[config.mk]
export PLATFORM = sky130hd
export DESIGN_NAME = window_averager
export DESIGN_NICKNAME = d
export VERILOG_FILES = /design/src/rtl/window_avg_pkg.sv /design/src/rtl/avg_ring_buf.sv /design/src/rtl/window_averager.sv
export SDC_FILE = /design/constraint.sdc
export NUM_CORES = 1
export LEC_CHECK = 0
export CAP_MARGIN = 5
export CORE_AREA = 2 2 93 95
export CTS_CLUSTER_DIAMETER = 60
export DETAILED_ROUTE_END_ITERATION = 16
export DIE_AREA = 0 0 95 97
export PLACE_DENSITY = 0.84
export SETUP_SLACK_MARGIN = 0.5
export SYNTH_ARGS = -nofsm -noshare
export SYNTH_HDL_FRONTEND = slang
export SYNTH_SLANG_ARGS = --single-unit
[constraint.sdc]
create_clock -name clk -period 8.7 [get_ports clk]
set_input_delay 2.175 -clock clk [delete_from_list [all_inputs] [get_ports clk]]
set_output_delay 2.175 -clock clk [all_outputs]
set_load 0.1 [all_outputs]
[src/rtl/window_avg_pkg.sv]
// Shared constants and arithmetic helpers for the window averager.
// Helpers work on 64-bit values; callers size-cast the results back down.
package window_avg_pkg;

  localparam logic MODE_BLOCK = 1'b0;
  localparam logic MODE_SLIDE = 1'b1;

  function automatic logic [63:0] abs_diff(input logic [63:0] a, input logic [63:0] b);
    return (a >= b) ? (a - b) : (b - a);
  endfunction

  // Divide by 2^log_n, optionally rounding half up; log_n is at least 1.
  function automatic logic [63:0] mean_of(input logic [63:0] s, input int unsigned log_n,
                                          input logic rnd);
    if (rnd)
      return (s + (64'd1 << (log_n - 1))) >> log_n;
    return s >> log_n;
  endfunction

endpackage

[src/rtl/avg_ring_buf.sv]
// N-deep circular sample store; the slot about to be overwritten is the oldest sample.
module avg_ring_buf import window_avg_pkg::*; #(
  parameter int DATA_W = 8,
  parameter int LOG_N  = 2
) (
  input  logic              clk,
  input  logic              rst,
  input  logic              clear,
  input  logic              wr_en,
  input  logic [DATA_W-1:0] wr_data,
  output logic [DATA_W-1:0] oldest
);

  localparam int N = 1 << LOG_N;

  logic [DATA_W-1:0] mem [N];
  logic [LOG_N-1:0]  wr_ptr;
  logic [LOG_N-1:0]  wr_idx;

  // A clear with a simultaneous write restarts the ring at slot 0.
  assign wr_idx = clear ? '0 : wr_ptr;
  assign oldest = mem[wr_ptr];

  always_ff @(posedge clk) begin
    if (rst)
      wr_ptr <= '0;
    else if (wr_en)
      wr_ptr <= wr_idx + LOG_N'(1);
    else if (clear)
      wr_ptr <= '0;
  end

  always_ff @(posedge clk) begin
    if (wr_en && !rst)
      mem[wr_idx] <= wr_data;
  end

endmodule

[src/rtl/window_averager.sv]
// Block or sliding mean over 2^LOG_N samples, plus |mean - closing sample|.
// Results are registered and appear one cycle after the closing sample.
module window_averager import window_avg_pkg::*; #(
  parameter int DATA_W = 8,
  parameter int LOG_N  = 2,
  parameter int ROUND  = 0
) (
  input  logic              clk,
  input  logic              rst,
  input  logic              in_valid,
  input  logic [DATA_W-1:0] in_data,
  input  logic              mode,
  input  logic              flush,
  output logic              out_valid,
  output logic [DATA_W-1:0] avg_out,
  output logic [DATA_W-1:0] diff_out,
  output logic              done
);

  localparam int SUM_W = DATA_W + LOG_N;
  localparam int N     = 1 << LOG_N;
  localparam logic [LOG_N-1:0] LAST = LOG_N'(N - 1);

  logic [SUM_W-1:0]  sum, sum_next, window_sum, new_ext, old_ext;
  logic [LOG_N-1:0]  count, count_next;
  logic              primed, primed_next, mode_q, clear, closing;
  logic [DATA_W-1:0] oldest, avg_next, diff_next;

  // A mode switch discards the partial window exactly like a flush.
  assign clear   = flush || (mode != mode_q);
  assign new_ext = SUM_W'(in_data);
  assign old_ext = SUM_W'(oldest);

  avg_ring_buf #(
    .DATA_W (DATA_W),
    .LOG_N  (LOG_N)
  ) u_ring (
    .clk     (clk),
    .rst     (rst),
    .clear   (clear),
    .wr_en   (in_valid),
    .wr_data (in_data),
    .oldest  (oldest)
  );

  always_comb begin
    sum_next    = sum;
    count_next  = count;
    primed_next = primed;
    closing     = 1'b0;
    window_sum  = sum + new_ext;
    if (clear) begin
      sum_next    = in_valid ? new_ext : '0;
      count_next  = in_valid ? LOG_N'(1) : '0;
      primed_next = 1'b0;
    end else if (in_valid) begin
      if (mode_q == MODE_BLOCK) begin
        if (count == LAST) begin
          closing    = 1'b1;
          sum_next   = '0;
          count_next = '0;
        end else begin
          sum_next   = window_sum;
          count_next = count + LOG_N'(1);
        end
      end else if (primed) begin
        // The oldest sample is still inside sum, so this cannot underflow.
        window_sum = sum + new_ext - old_ext;
        sum_next   = window_sum;
        closing    = 1'b1;
      end else begin
        sum_next = window_sum;
        if (count == LAST) begin
          primed_next = 1'b1;
          count_next  = '0;
          closing     = 1'b1;
        end else begin
          count_next = count + LOG_N'(1);
        end
      end
    end
    avg_next  = DATA_W'(mean_of(64'(window_sum), LOG_N, ROUND != 0));
    diff_next = DATA_W'(abs_diff(64'(avg_next), 64'(in_data)));
  end

  always_ff @(posedge clk) begin
    if (rst) begin
      sum       <= '0;
      count     <= '0;
      primed    <= 1'b0;
      mode_q    <= mode;
      out_valid <= 1'b0;
      avg_out   <= '0;
      diff_out  <= '0;
    end else begin
      sum       <= sum_next;
      count     <= count_next;
      primed    <= primed_next;
      mode_q    <= mode;
      out_valid <= closing;
      if (closing) begin
        avg_out  <= avg_next;
        diff_out <= diff_next;
      end
    end
  end

  assign done = (mode_q == MODE_BLOCK) ? (count == '0) : primed;

endmodule

==> flow_summary.ini <==
[run_status]
status = complete, no violations

[cells_and_area]
finalNetCount = 526
antennaDiodeCount = 0
area_growth_pct = 12.7
stdcell_area_um2 = 4960
final_cells = 583
drive_gt1_share_pct = 9.62
post-route-util_pct = 60.9

[global_route]
grt_max_degree = 27
grt_use_met1_pct = 32.9
overflow = 0
grtUsageMet2_pct = 39.1
track_usage_pct = 24.4
grt_pass1_vias = 3418
globalRoute.busiestLayer = met2
grtUsageMet3_pct = 3.74
grt_pass1_wl_um = 17300
antenna_found_initial = 0

[die]
initial_core_util_pct = 54.1
die_h_um = 97
dieArea_um2 = 9220
io_pins = 31
core.rowCount = 33
die_w_um = 95
coreArea_um2 = 8130

[synth]
synth_nets = 502
synth_cell_types = 63
yosysWarnings = 0
ys_ff_latch = 65
synth-async-reset-ratio_pct = 0
avgSynthCellArea_um2 = 9.80
synth_edf_count = 32
ys_seq_area_share_pct = 36.9
synth_area_um2 = 4400
syn_inst = 449
synth_flop_cell = dfxtp_1

[cts]
post_cts_resize_count = 0
cts_max_path_buffers = 2
cts-hold-fix-buffers = 0
clk_latency_ns = 0.35
cts_htree_levels = 3
cts_tree = yes
clkSinkCount = 65
cts_root_buffer = clkbuf_8
postCtsSetupBuffers = 0
numCtsBuffers = 9
clkTransAtPathRegs_ns = 0.08

[placement]
dp_hpwl_um = 7920
dp_cells = 567
port_buffers = 30
gp_congestion = 0.982
placed_cell_area_um2 = 4710

[timing]
fmax_ghz = 0.134
fin_crit_sh_pct = 86.0
fin_setup_tns_ns = 0
period_needed_ns = 7.48
rsz0062_at_grt = false
setup_viol = 0
slew_headroom_pct = 34.7
worst_slew_pin_slew_ns = 0.976
hold_viol = 0
finClkSkew_ns = 0.00873
slew_violations = 0

[critical_path]
r2r_slack_ns = 3.28
cpPeakStageDelay_ns = 0.56
critPathCaptureType = flip-flop
critPathMaxFanout = 11
r2r-start = u_ring.wr_ptr[0]
crit_chain = clkdlybuf4s50_1 -> ha_1 -> fa_1 -> a21o_2 -> a21oi_1 -> xnor2_1 -> ha_1 -> o21ai_0 -> o21bai_1 -> a21o_1 -> maj3_1 -> a21oi_1 -> xnor2_1 -> inv_1 -> ha_1 -> nand2_1 -> o41ai_2 -> buf_4 -> mux2_2 -> a31oi_1 -> mux2i_1 -> o21ai_0
path_class = in -> reg
required_ns = 8.91
r2r-end = diff_out[5]
cpMostUsedCell = ha_1
critPathSlowestCell = clkdlybuf4s50_1
crit_arrival_ns = 7.69
startpoint_type = input port
ff2ff_path_depth = 19

[route]
via_per_inst = 6.01
dr.pass1.iters = 5
drc = 0
dr.first_iter.drc_count = 204
vias = 3503
wire_per_inst_um = 18.0
routed_wl_um = 10500
drtAntennaViolNets = 0

[pwr]
powerDensity_nw_per_um2 = 182
power_leakage_nw = 1.99
ir_drop_mv = 0.0925
p_total_w = 0.000904

[worst_hold_path]
hp-class = reg -> reg
hold_end = diff_out[2]
whs_path_depth = 2
hold_start = diff_out[2]

[flow_run]
drv_cap = 0
## critical path: cells and delay by family
kind	cells	cell delay, ns
AO/OA/AOI/OAI	9	1.67
XOR/XNOR	2	0.43
adder cells (fa/ha/maj)	5	1.88
buffers and inverters	3	0.90
multiplexers	2	0.54
AND/OR/NAND/NOR	1	0.09
## flip-flops by register name, summed over array words and instances (netlist names)
signal,cells
sum,10
mode_q,1
count,2
u_ring.mem,32
avg_out,8
out_valid,1
diff_out,8
primed,1
u_ring.wr_ptr,2
## metal layers
metal	share of wire (%)	up-vias
li1	-	1693
met1	44	1677
met2	48	111
met3	4.8	22
met4	2.6	0
met5	0	-
## logic make-up (layout without fill, tap and decap cells)
| logic type | Yosys count | in the layout | share of synthesized area (%) |
|---|---|---|---|
| compound gates | 123 | 123 | 19.4 |
| buf+inv | 61 | 90 | 6.77 |
| flops | 65 | 65 | 36.9 |
| mux | 27 | 27 | 8.28 |
| simple gates | 110 | 110 | 11.9 |
| fa+ha+maj | 42 | 42 | 12.6 |
| xor+xnor | 21 | 21 | 4.18 |
## where the power goes
part,total (W),switching (W),leakage [nW],internal [W]
sequential,0.000332,0.00000567,0.559,0.000326
combinational,0.000257,0.000150,1.31,0.000107
clock,0.000315,0.000125,0.115,0.000190
total,0.000904,0.000281,1.99,0.000623
## synthesized netlist by cell type (3+ instances only)
cell type	count	area (um2)
clkbuf_1	11	41.3
or2_2	3	18.8
a21o_1	9	67.6
o21ai_1	3	15.0
mux2_2	5	56.3
dfxtp_1	33	661
o21a_1	7	52.6
o21ai_0	24	120
ha_1	36	450
fa_1	4	80.1
nand2b_1	4	25.0
a211o_1	3	26.3
edfxtp_1	32	961
inv_1	40	150
nand2_1	31	116
nor3_1	15	75.1
nand3_1	10	50.1
a211oi_2	3	37.5
mux4_2	7	158
buf_6	5	56.3
mux2i_1	15	150
xnor2_1	16	140
nor2_1	27	101
xor2_1	5	43.8
a211oi_1	10	75.1
and3_1	7	43.8
a21oi_1	29	145
a31oi_1	7	43.8
o221ai_1	3	26.3
o211ai_1	4	30.0
## placed cells by master, fill, tap and decap left out, types with 3 or more instances in the layout
cell and count:
and3_1 7, mux4_2 7, or2_2 3, o21ai_1 3
o21a_1 7, xor2_1 5, buf_4 4, clkdlybuf4s50_1 30
o211ai_1 4, o221ai_1 3, bufinv_16 3, a21oi_1 29
nand2b_1 4, fa_1 4, nand2_1 31, a211oi_1 10
nor2_1 27, a211oi_2 3, edfxtp_1 32, nor3_1 15
a31oi_1 7, clkbuf_8 9, a211o_1 3, mux2i_1 15
dfxtp_1 33, a21o_1 9, o21ai_0 24, xnor2_1 16
inv_1 40, mux2_2 5, nand3_1 10, ha_1 36
## layout make-up
| class | count | area [um2] |
|---|---|---|
| Inverter | 40 | 150 |
| Clock inverter | 7 | 119 |
| Multi-Input combinational cell | 323 | 2480 |
| Timing Repair Buffer | 34 | 330 |
| Tap cell | 105 | 131 |
| Fill cell | 667 | 3180 |
| Clock buffer | 9 | 124 |
| Sequential cell | 65 | 1620 |
## through the flow
stage / hold slack (ns) / setup WS (ns)
floorplan: 0.436 / 2.10
CTS: 0.466 / 1.25
global placement: 0.444 / 1.05
detailed placement: 0.453 / 0.900
global route: 0.485 / 0.801
finish: 0.464 / 1.22
## worst max-delay path by stage
stage	startpoint	to	slack [ns]	cells past startpoint
after global placement	in_data[0]	diff_out[5]	1.05	21
final	in_data[0]	diff_out[5]	1.22	22
after floorplan	in_data[0]	diff_out[5]	2.10	21
after CTS	in_data[0]	diff_out[5]	1.25	23
after global routing	in_data[0]	diff_out[5]	0.80	23
after detailed placement	in_data[0]	diff_out[5]	0.90	23
No activity file was read; power rests on OpenSTA's default activity.
